<file path="config.mk">
export PLATFORM = sky130hd
export DESIGN_NAME = fp_add_pipe
export DESIGN_NICKNAME = d
export VERILOG_FILES = /design/src/rtl/fp_pkg.sv /design/src/rtl/fp_lzc.sv /design/src/rtl/fp_add_pipe.sv
export SDC_FILE = /design/constraint.sdc
export NUM_CORES = 1
export LEC_CHECK = 0
export ABC_AREA = 1
export CORE_MARGIN = 5
export CORE_UTILIZATION = 50
export DETAILED_ROUTE_END_ITERATION = 16
export PLACE_DENSITY = 0.7
export SYNTH_ARGS = -nofsm -noshare
export SYNTH_HDL_FRONTEND = slang
export SYNTH_SLANG_ARGS = --single-unit
</file>
<file path="constraint.sdc">
create_clock -name clk -period 11.4 [get_ports clk]
set_clock_uncertainty 0.2 [all_clocks]
set_input_delay 2.85 -clock clk [delete_from_list [all_inputs] [get_ports clk]]
set_output_delay 2.85 -clock clk [all_outputs]
set_load 0.01 [all_outputs]
</file>
<file path="src/rtl/fp_pkg.sv">
// Shared definitions for the floating-point adder: rounding modes, flag layout
// and the canonical-NaN / largest-finite bit patterns for any field widths.
package fp_pkg;

  localparam logic [2:0] RM_RNE = 3'b000;
  localparam logic [2:0] RM_RTZ = 3'b001;
  localparam logic [2:0] RM_RDN = 3'b010;
  localparam logic [2:0] RM_RUP = 3'b011;
  localparam logic [2:0] RM_RMM = 3'b100;

  localparam int FLAG_NX = 0;
  localparam int FLAG_UF = 1;
  localparam int FLAG_OF = 2;
  localparam int FLAG_NV = 3;

  localparam int FP_MAX_W = 128;

  typedef struct packed {
    logic nv;
    logic of;
    logic uf;
    logic nx;
  } fp_flags_t;

  function automatic logic [FP_MAX_W-1:0] qnan_const(input int exp_w, input int man_w);
    logic [FP_MAX_W-1:0] v;
    v = '0;
    for (int i = 0; i < exp_w; i++) v[man_w+i] = 1'b1;
    v[man_w-1] = 1'b1;
    return v;
  endfunction

  function automatic logic [FP_MAX_W-1:0] max_finite(input int exp_w, input int man_w);
    logic [FP_MAX_W-1:0] v;
    v = '0;
    for (int i = 0; i < man_w; i++) v[i] = 1'b1;
    for (int i = 1; i < exp_w; i++) v[man_w+i] = 1'b1;
    return v;
  endfunction

  // Reserved encodings fall back to round-to-nearest-even.
  function automatic logic [2:0] rm_norm(input logic [2:0] rm);
    return (rm > RM_RMM) ? RM_RNE : rm;
  endfunction

endpackage

</file>
<file path="src/rtl/fp_lzc.sv">
// Parametrised leading-zero counter; an all-zero vector reports WIDTH.
module fp_lzc #(
  parameter int WIDTH = 27,
  parameter int CNT_W = $clog2(WIDTH + 1)
) (
  input  logic [WIDTH-1:0] vec,
  output logic [CNT_W-1:0] count
);

  always_comb begin
    count = CNT_W'(WIDTH);
    for (int i = 0; i < WIDTH; i++) begin
      if (vec[i]) count = CNT_W'(WIDTH - 1 - i);
    end
  end

endmodule

</file>
<file path="src/rtl/fp_add_pipe.sv">
// Three-stage IEEE-style adder/subtractor: S1 unpack/align, S2 add/normalise,
// S3 round/pack. All stages advance together under a single enable.
module fp_add_pipe
  import fp_pkg::*;
#(
  parameter int EXP_W = 8,
  parameter int MAN_W = 23,
  parameter int TAG_W = 4
) (
  input  logic                     clk,
  input  logic                     rst,
  input  logic                     in_valid,
  output logic                     in_ready,
  input  logic [EXP_W+MAN_W:0]     fp_a,
  input  logic [EXP_W+MAN_W:0]     fp_b,
  input  logic                     op_sub,
  input  logic [2:0]               r_mode,
  input  logic [TAG_W-1:0]         in_tag,
  output logic                     out_valid,
  input  logic                     out_ready,
  output logic [EXP_W+MAN_W:0]     fp_result,
  output logic [TAG_W-1:0]         out_tag,
  output logic [3:0]               flags
);

  localparam int W    = 1 + EXP_W + MAN_W;
  localparam int SW   = MAN_W + 4;              // hidden + fraction + guard/round/sticky
  localparam int SH_W = $clog2(SW + 1);
  localparam logic [EXP_W-1:0] EXP_MAX = {EXP_W{1'b1}};
  localparam logic [EXP_W:0]   EXP_OVF = {1'b0, {EXP_W{1'b1}}};
  localparam logic [FP_MAX_W-1:0] QNAN_FULL = qnan_const(EXP_W, MAN_W);
  localparam logic [FP_MAX_W-1:0] MAXF_FULL = max_finite(EXP_W, MAN_W);
  localparam logic [W-1:0] QNAN = QNAN_FULL[W-1:0];
  localparam logic [W-1:0] MAXF = MAXF_FULL[W-1:0];

  logic adv;
  assign adv      = !out_valid || out_ready;
  assign in_ready = adv;

  // ---------------- S1: unpack, special detect, align ----------------
  logic                 a_sign, b_sign;
  logic [EXP_W-1:0]     a_exp, b_exp;
  logic [MAN_W-1:0]     a_man, b_man;
  logic                 a_nan, b_nan, a_snan, b_snan, a_inf, b_inf, a_big;

  assign a_sign = fp_a[W-1];
  assign b_sign = fp_b[W-1] ^ op_sub;
  assign a_exp  = fp_a[W-2:MAN_W];
  assign b_exp  = fp_b[W-2:MAN_W];
  assign a_man  = fp_a[MAN_W-1:0];
  assign b_man  = fp_b[MAN_W-1:0];
  assign a_nan  = (a_exp == EXP_MAX) && (a_man != '0);
  assign b_nan  = (b_exp == EXP_MAX) && (b_man != '0);
  assign a_snan = a_nan && !a_man[MAN_W-1];
  assign b_snan = b_nan && !b_man[MAN_W-1];
  assign a_inf  = (a_exp == EXP_MAX) && (a_man == '0);
  assign b_inf  = (b_exp == EXP_MAX) && (b_man == '0);
  assign a_big  = fp_a[W-2:0] >= fp_b[W-2:0];

  logic [EXP_W-1:0] big_exp, small_exp, big_eexp, small_eexp, exp_diff;
  logic [MAN_W-1:0] big_man, small_man;
  logic             big_sign, small_sign;
  logic [SH_W-1:0]  shamt;
  logic [SW-1:0]    big_sig, small_sig, small_shr, small_aln;
  logic             lost;
  logic             spec, spec_nv;
  logic [W-1:0]     spec_res;

  always_comb begin
    big_exp    = a_big ? a_exp  : b_exp;
    small_exp  = a_big ? b_exp  : a_exp;
    big_man    = a_big ? a_man  : b_man;
    small_man  = a_big ? b_man  : a_man;
    big_sign   = a_big ? a_sign : b_sign;
    small_sign = a_big ? b_sign : a_sign;
    big_eexp   = (big_exp == '0) ? EXP_W'(1) : big_exp;
    small_eexp = (small_exp == '0) ? EXP_W'(1) : small_exp;
    exp_diff   = big_eexp - small_eexp;
    shamt      = (32'(exp_diff) > SW - 1) ? SH_W'(SW - 1) : SH_W'(exp_diff);
    big_sig    = {big_exp != '0, big_man, 3'b000};
    small_sig  = {small_exp != '0, small_man, 3'b000};
    small_shr  = small_sig >> shamt;
    lost       = |(small_sig & ~({SW{1'b1}} << shamt));
    small_aln  = {small_shr[SW-1:1], small_shr[0] | lost};

    spec     = a_nan || b_nan || a_inf || b_inf;
    spec_nv  = 1'b0;
    spec_res = QNAN;
    if (a_nan || b_nan) begin
      spec_nv = a_snan || b_snan;
    end else if (a_inf && b_inf && (a_sign != b_sign)) begin
      spec_nv = 1'b1;
    end else if (a_inf) begin
      spec_res = {a_sign, EXP_MAX, {MAN_W{1'b0}}};
    end else begin
      spec_res = {b_sign, EXP_MAX, {MAN_W{1'b0}}};
    end
  end

  logic             s1_valid, s1_big_sign, s1_small_sign, s1_eff_sub, s1_spec, s1_spec_nv;
  logic [EXP_W-1:0] s1_exp;
  logic [SW-1:0]    s1_big_sig, s1_small_sig;
  logic [W-1:0]     s1_spec_res;
  logic [2:0]       s1_rm;
  logic [TAG_W-1:0] s1_tag;

  always_ff @(posedge clk) begin
    if (adv) begin
      s1_big_sign   <= big_sign;
      s1_small_sign <= small_sign;
      s1_eff_sub    <= a_sign ^ b_sign;
      s1_exp        <= big_eexp;
      s1_big_sig    <= big_sig;
      s1_small_sig  <= small_aln;
      s1_spec       <= spec;
      s1_spec_nv    <= spec_nv;
      s1_spec_res   <= spec_res;
      s1_rm         <= rm_norm(r_mode);
      s1_tag        <= in_tag;
    end
  end

  // ---------------- S2: add/subtract, normalise ----------------
  logic [SW:0]      sum;
  logic [SH_W-1:0]  lz, nshift;
  logic [EXP_W-1:0] exp_lim;
  logic [SW-1:0]    norm_sig;
  logic [EXP_W:0]   norm_exp;
  logic             res_sign;

  fp_lzc #(.WIDTH(SW), .CNT_W(SH_W)) u_lzc (
    .vec   (sum[SW-1:0]),
    .count (lz)
  );

  always_comb begin
    sum     = s1_eff_sub ? ({1'b0, s1_big_sig} - {1'b0, s1_small_sig})
                         : ({1'b0, s1_big_sig} + {1'b0, s1_small_sig});
    exp_lim = s1_exp - 1'b1;
    // Never normalise below the minimum exponent: the result stays subnormal.
    nshift  = (32'(lz) > 32'(exp_lim)) ? SH_W'(exp_lim) : lz;
    if (sum[SW]) begin
      norm_sig = {sum[SW:2], sum[1] | sum[0]};
      norm_exp = {1'b0, s1_exp} + 1'b1;
    end else begin
      norm_sig = sum[SW-1:0] << nshift;
      norm_exp = {1'b0, s1_exp} - (EXP_W+1)'(nshift);
    end
    if (sum == '0)
      res_sign = (s1_big_sign && s1_small_sign) || ((s1_rm == RM_RDN) && s1_eff_sub);
    else
      res_sign = s1_big_sign;
  end

  logic             s2_valid, s2_sign, s2_spec, s2_spec_nv;
  logic [EXP_W:0]   s2_exp;
  logic [SW-1:0]    s2_sig;
  logic [W-1:0]     s2_spec_res;
  logic [2:0]       s2_rm;
  logic [TAG_W-1:0] s2_tag;

  always_ff @(posedge clk) begin
    if (adv) begin
      s2_sign     <= res_sign;
      s2_exp      <= norm_exp;
      s2_sig      <= norm_sig;
      s2_spec     <= s1_spec;
      s2_spec_nv  <= s1_spec_nv;
      s2_spec_res <= s1_spec_res;
      s2_rm       <= s1_rm;
      s2_tag      <= s1_tag;
    end
  end

  // ---------------- S3: round, pack, flags ----------------
  logic [MAN_W:0]   man;
  logic [MAN_W+1:0] man_r;
  logic [MAN_W-1:0] frac_r;
  logic [EXP_W:0]   exp_r;
  logic             grd, stk, inexact, up, ovf, ovf_inf;
  logic [W-1:0]     s3_res;
  fp_flags_t        s3_flags;

  always_comb begin
    man     = s2_sig[SW-1:3];
    grd     = s2_sig[2];
    stk     = |s2_sig[1:0];
    inexact = grd || stk;
    case (s2_rm)
      RM_RNE:  up = grd && (stk || man[0]);
      RM_RDN:  up = s2_sign && inexact;
      RM_RUP:  up = !s2_sign && inexact;
      RM_RMM:  up = grd;
      default: up = 1'b0;
    endcase
    man_r = {1'b0, man} + (MAN_W+2)'(up);
    if (man_r[MAN_W+1]) begin
      exp_r  = s2_exp + 1'b1;
      frac_r = man_r[MAN_W:1];
    end else begin
      exp_r  = man_r[MAN_W] ? s2_exp : '0;
      frac_r = man_r[MAN_W-1:0];
    end
    ovf     = exp_r >= EXP_OVF;
    ovf_inf = (s2_rm == RM_RNE) || (s2_rm == RM_RMM) ||
              ((s2_rm == RM_RUP) && !s2_sign) || ((s2_rm == RM_RDN) && s2_sign);

    s3_res      = {s2_sign, exp_r[EXP_W-1:0], frac_r};
    s3_flags    = '0;
    s3_flags.nx = inexact;
    s3_flags.uf = inexact && (exp_r == '0);
    if (s2_spec) begin
      s3_res      = s2_spec_res;
      s3_flags    = '0;
      s3_flags.nv = s2_spec_nv;
    end else if (ovf) begin
      s3_res      = ovf_inf ? {s2_sign, EXP_MAX, {MAN_W{1'b0}}} : {s2_sign, MAXF[W-2:0]};
      s3_flags    = '0;
      s3_flags.of = 1'b1;
      s3_flags.nx = 1'b1;
    end
  end

  always_ff @(posedge clk or posedge rst) begin
    if (rst) begin
      s1_valid  <= 1'b0;
      s2_valid  <= 1'b0;
      out_valid <= 1'b0;
      fp_result <= '0;
      out_tag   <= '0;
      flags     <= '0;
    end else if (adv) begin
      s1_valid  <= in_valid;
      s2_valid  <= s1_valid;
      out_valid <= s2_valid;
      if (s2_valid) begin
        fp_result <= s3_res;
        out_tag   <= s2_tag;
        flags     <= s3_flags;
      end
    end
  end

endmodule

</file>
==> impl_metrics.ini, run 1 <==
[status]
run_status = finished clean

[global_route]
grt_usage_pct = 28.3
antenna_found_initial = 3
grt_overflow_total = 0
grt_max_degree = 85
first_global_vias = 14400
grt_pass1_wl_microns = 76600

[route]
routed-via-count = 15500
antenna_left = 0
viasPerCell = 5.77
drc = 0
firstDrtPassIters = 7
wl_microns = 48600
wire_per_inst_microns = 18.1
first_iter_violations = 1422

[floorplanning]
core_sq_mm = 0.0304
die_w_microns = 185
floorplan.rows = 64
die-area_sq_mm = 0.0343
die_h_microns = 185
io_pins = 118
start_util_pct = 50.5

[synthesis]
ys_warn_count = 0
synthFlopType = edfxtp_1
ys_ff_latch = 164
synth_edf_count = 121
synth_fp_nets = 2386
seq_area_frac_synth_pct = 30.7
synth_cell_types = 72
synth.top_cell.area_share_pct = 23.7
syn_area_sq_mm = 0.0154
async_reset_ff_share_pct = 26.2
syn_inst = 2199
syn_avg_cell_area_sq_um = 6.98
synth.area.top_cells = edfxtp_1 (24%), nand2_1 (14%), ha_1 (8.8%)
yosysTopAreaCell = edfxtp_1

[place]
numPortBuffers = 117
place_hpwl_microns = 39100
dpl-instance-area_sq_mm = 0.0168
gp_congestion = 1.04

[sta]
fin_crit_sh_pct = 89.5
worstMarginPinSlew_ns = 1.03
hold_viol = 0
drv_slew = 0
slew_headroom_pct = 31.5
finalSetupViolCount = 0
fmax_mhz = 98.0
min_period_ns = 10.20
rsz0062_at_grt = false
final.setup.tns_ns = 0

[final_layout]
ff_latch_area_sq_mm = 0.00471
synthToLayoutAreaGrowth_pct = 13.2
final_common_cell = nand2_1
multiInputGateArea_sq_mm = 0.00926
num_antenna_cells = 0
stdcell_area_sq_mm = 0.0174
drive_gt1_share_pct = 6.73
layout_common_cells = nand2_1 (592), inv_1 (244), nand3_1 (215)
nFillCells = 2984
fin_nets = 2461

[pwr]
p_per_area_mw_per_mm2 = 274
cellLeakagePower_nw = 8.04
ir_drop_mv = 0.123

[clock_tree]
cts_sinks = 164
cts_max_level = 4
insertion_delay_ns = 0.44
clk_pin_slew_ns = 0.07
cts.repair.resized = 0
cts_buffer_depth = 2
root_buffer = clkbuf_16
cts_setup_buffers = 0
cts_buffers = 17
cts_tree = done
ctsHoldBuffers = 0

[critical_path]
crit_path_max_fanout = 31
startpoint_type = input pin
slowest_stage = clkdlybuf4s50_1
slowest_delay_ns = 0.51
arrival_ns = 10.17
cp.required_ns = 11.36
ff2ff_setup_slack_ns = 2.90
cpMostUsedCell = inv_1
worstSetupEndpointType = flip-flop
path_class = in2reg

[hold_path]
min-delay-path-class = reg2reg

[run]
drv_cap = 0
metrics by stage:
step	setup WS, ns	cells	hold WS, ns	utilization [%]	total power [W]
4_1_cts	1.24	2683	0.221	57.1	0.00472
6_report	1.20	2683	0.221	57.1	0.00476
3_3_place_gp	0.958	2651	0.201	55.1	0.00407
5_1_grt	0.335	2683	0.226	57.1	0.00516
2_1_floorplan	2.40	2199	0.200	-	0.00326
3_5_place_dp	0.826	2651	0.205	55.1	0.00410
synthesized netlist by cell type, types with 5 or more instances:
master and count:
nor3_1 24, clkbuf_1 40, nand2_1 592, xnor2_1 11, nor2_1 145, nand3b_1 6, nor2_4 7, dfrtp_1 43
buf_6 6, nor2_2 5, or2_2 8, o22ai_1 15, a31oi_1 10, nor3_2 6, o21ai_0 178, nand2_4 5
o31ai_1 6, o21ai_1 28, xor2_1 30, nand2_2 27, a21oi_1 99, a211oi_1 7, o21bai_1 7, nand4_1 29
inv_1 245, nand3_1 216, a22o_1 6, inv_2 19, nor4_1 21, buf_4 5, o221ai_1 10, o211ai_1 11
nand3_2 6, mux2i_1 9, buf_2 20, edfxtp_1 121, ha_1 108
worst max-delay path: cells and delay by family:
kind,cells,cell delay (ns)
AO/OA/AOI/OAI,9,1.54
XOR/XNOR,1,0.08
adder cells (fa/ha/maj),3,0.94
buffers and inverters,7,1.50
AND/OR/NAND/NOR,16,3.26
power breakdown:
part | switching, W | internal, W
logic | 0.00202 | 0.00102
clock network | 0.000268 | 0.000334
registers | 0.000167 | 0.000958
layout make-up:
class                           count  share of cell area (%)
Clock buffer                       20                    2.76
Clock inverter                     12                   0.756
Inverter                          272                    5.95
Multi-Input combinational cell   1689                    53.3
Sequential cell                   164                    27.1
Tap cell                          396                    2.85
Timing Repair Buffer              130                    7.30
final timing paths:
path,start,to,depth (start not counted)
max,fp_b[30],s1_small_sig[0],36
min,s1_spec,s2_spec,0
max reg2reg,s1_small_sig[3],s2_exp[7],41
min reg2reg,s1_spec,s2_spec,0
max in group asynchronous,rst,fp_result[24],3
min in group asynchronous,rst,fp_result[11],3
registers in the layout, indices dropped and copies added (netlist names), 4 cells and up:
signal,cells
flags,4
fp_result,32
out_tag,4
s1_big_sig,24
s1_exp,8
s1_small_sig,27
s1_tag,4
s2_exp,9
s2_sig,27
s2_tag,4
per-layer routing:
layer	vias to the layer above	global-route usage, %	share of wire [%]
met4	4	8.95	2.9
met1	7166	40.4	46
met3	103	4.89	7.4
li1	7577	-	-
met5	-	0	0.056
met2	623	43.7	44
logic make-up (layout without fill, tap and decap cells):
family	count (synthesis)	after routing	synth area share (%)
DFF	164	164	30.7
AOI/OAI and AO/OA	409	409	15.3
adders and majority gates	111	111	9.19
and+or+nand+nor	1118	1118	32.7
muxes	10	10	0.660
buffers and inverters	346	434	9.10
xor gates and xnor gates	41	41	2.34
Power figures use the tool's default switching activity.
==> run 2, diff against run 1 <==
--- a/config.mk
+++ b/config.mk
@@ -5,7 +5,6 @@
 export SDC_FILE = /design/constraint.sdc
 export NUM_CORES = 1
 export LEC_CHECK = 0
-export ABC_AREA = 1
 export CORE_MARGIN = 5
 export CORE_UTILIZATION = 50
 export DETAILED_ROUTE_END_ITERATION = 16
==> run 2 against run 1 <==
Sequential power is 4% lower. Largest cell class unchanged. Critical endpoint unchanged. Worst setup slack worse by 0.57 ns. Core utilization is 0.075 points higher.
==> impl_metrics.ini, run 2 <==
[pwr]
cellLeakagePower_nw = 7.38
seqPwrFrac_pct = 22.3
power.total_w = 0.00484
combPwrFrac_pct = 65.5
p_per_area_mw_per_mm2 = 262
ir_drop_mv = 0.143
internal_power_w = 0.00244
power_frac_clock_pct = 12.2
switching_share_pct = 49.6
switching_power_w = 0.00240

[synthesis]
syn_area_sq_mm = 0.0163
synth_commonest_cells = nand2_1 (193), nor2_1 (134), edfxtp_1 (121)
ys_ff_latch = 164
seq_area_frac_synth_pct = 28.9
synth_fp_nets = 2092
synth_cell_types = 109
synthFlopType = edfxtp_1
yosysTopAreaCell = edfxtp_1
synth.top_cell.area_share_pct = 22.3
synthMostInstantiatedCell = nand2_1
syn_avg_cell_area_sq_um = 8.57
syn_inst = 1905
synth_edf_count = 121
ys_warn_count = 0
synth.area.top_cells = edfxtp_1 (22%), ha_1 (8.3%), mux2i_1 (7.1%)
async_reset_ff_share_pct = 26.2

[clock_tree]
ctsHoldBuffers = 0
insertion_delay_ns = 0.45
cts_sinks = 164
clk_pin_slew_ns = 0.08
root_buffer = clkbuf_16
cts_buffers = 17
cts_setup_buffers = 0
cts.repair.resized = 0
cts_max_level = 4
cts_buffer_depth = 2
cts_tree = done

[route]
wire_per_inst_microns = 22.4
firstDrtPassIters = 7
first_iter_violations = 1433
routed-via-count = 15400
viasPerCell = 6.37
antenna_left = 0
drc = 0
wl_microns = 54400

[critical_path]
slowest_stage = a2111oi_0
worst-path-buf-inv = 5
arrival_ns = 10.72
path_class = in2reg
startpoint_type = input pin
worstSetupEndpointType = flip-flop
cpMostUsedCell = buf_4
slowest_delay_ns = 0.75
cp.required_ns = 11.35
crit_path_max_fanout = 18
cpLargestDelayFamily = compound AO/OA/AOI/OAI gates

[final_layout]
nFillCells = 2965
largest_reg_flops = 32
fin_nets = 2157
reg_top3 = fp_result (32), s1_small_sig (27), s2_sig (27)
layout_common_cells = nand2_1 (193), nor2_1 (134), edfxtp_1 (121)
final_common_cell = nand2_1
top_register = fp_result
synthToLayoutAreaGrowth_pct = 13.5
drive_gt1_share_pct = 8.17
stdcell_area_sq_mm = 0.0185
finish.utilization_pct = 57.2
num_antenna_cells = 0

[global_route]
grt_pass1_wl_microns = 84500
first_global_vias = 15100
grt_usage_pct = 29.4
grt_max_degree = 103
grt_overflow_total = 0
antenna_found_initial = 0

[sta]
fin_crit_sh_pct = 94.5
worstMarginPinSlew_ns = 1.06
min_period_ns = 10.77
drv_slew = 0
hold_viol = 0
slew_headroom_pct = 28.5
fmax_mhz = 92.8
rsz0062_at_grt = false
finalSetupViolCount = 0
final.setup.tns_ns = 0

[run]
drv_cap = 0

[place]
place_hpwl_microns = 43100
numPortBuffers = 117
dpl-instance-area_sq_mm = 0.0179
gp_congestion = 1.04

[floorplanning]
start_util_pct = 50.4
die-area_sq_mm = 0.0363
die_w_microns = 191
io_pins = 118
core_sq_mm = 0.0324
die_h_microns = 191
floorplan.rows = 66

[status]
run_status = finished clean

[hold_path]
min-delay-path-class = reg2reg
-- run 2: cell count changes in the layout (fill, tap and decap cells not counted), moves of 32 or more --
cell     previous run  this run
inv_1             244       106
mux2i_1             9       116
nand2_1           592       193
nand3_1           215        52
o21ai_0           178       109
xnor2_1            11        43
-- run 2: layer usage --
layer / vias to the layer above / GRT usage [%] / share of wire (%)
met5: - / 0 / 0
met4: 0 / 18.1 / 7.2
met3: 175 / 3.63 / 4.9
met2: 652 / 51.0 / 49
met1: 7310 / 34.6 / 39
li1: 7302 / - / -
-- run 2: power groups by stage --
stage	logic, W	registers (W)	clock network [W]
final	0.00317	0.00108	0.000591
after global placement	0.00308	0.00108	0
after global routing	0.00341	0.00111	0.000626
after floorplan	0.00214	0.00108	0
after detailed placement	0.00310	0.00109	0
after CTS	0.00312	0.00108	0.000599
-- run 2: cells by family after synthesis --
family	Yosys count	synth area share, %
flops	164	28.9
simple gates	627	18.9
compound gates	573	24.9
mux	144	9.39
buf+inv	219	5.47
xor+xnor	67	3.78
fa+ha+maj	111	8.65
-- run 2: stage by stage --
step / setup slack [ns] / instances / hold WS, ns
floorplan: 1.21 / 1905 / 0.200
global placement: 0.386 / 2393 / 0.202
detailed placement: 0.287 / 2393 / 0.205
CTS: 0.711 / 2425 / 0.224
global route: 0.0375 / 2425 / 0.234
finish: 0.630 / 2425 / 0.223
-- run 2: worst paths after layout --
| path | from | end | slack (ns) | depth (start not counted) |
|---|---|---|---|---|
| worst min-delay path | s1_spec | s2_spec | 0.22 | 0 |
| worst min register to register | s1_spec | s2_spec | 0.22 | 0 |
| worst max register to register | s1_small_sig[0] | s2_exp[8] | 2.19 | 33 |
| worst max-delay path | fp_b[16] | s1_small_sig[0] | 0.63 | 29 |
| max in group asynchronous | rst | fp_result[26] | 7.97 | 3 |
| min in group asynchronous | rst | fp_result[0] | 2.64 | 3 |
-- run 2: layout make-up --
cell class / instances / area (sq um) / area share (%)
multi-input combinational: 1522 / 10800 / 58.1
sequential: 164 / 4710 / 25.4
timing repair buffer: 156 / 1480 / 7.97
tap: 442 / 553 / 2.99
clock buffer: 17 / 425 / 2.30
inverter: 109 / 409 / 2.21
clock inverter: 15 / 183 / 0.987
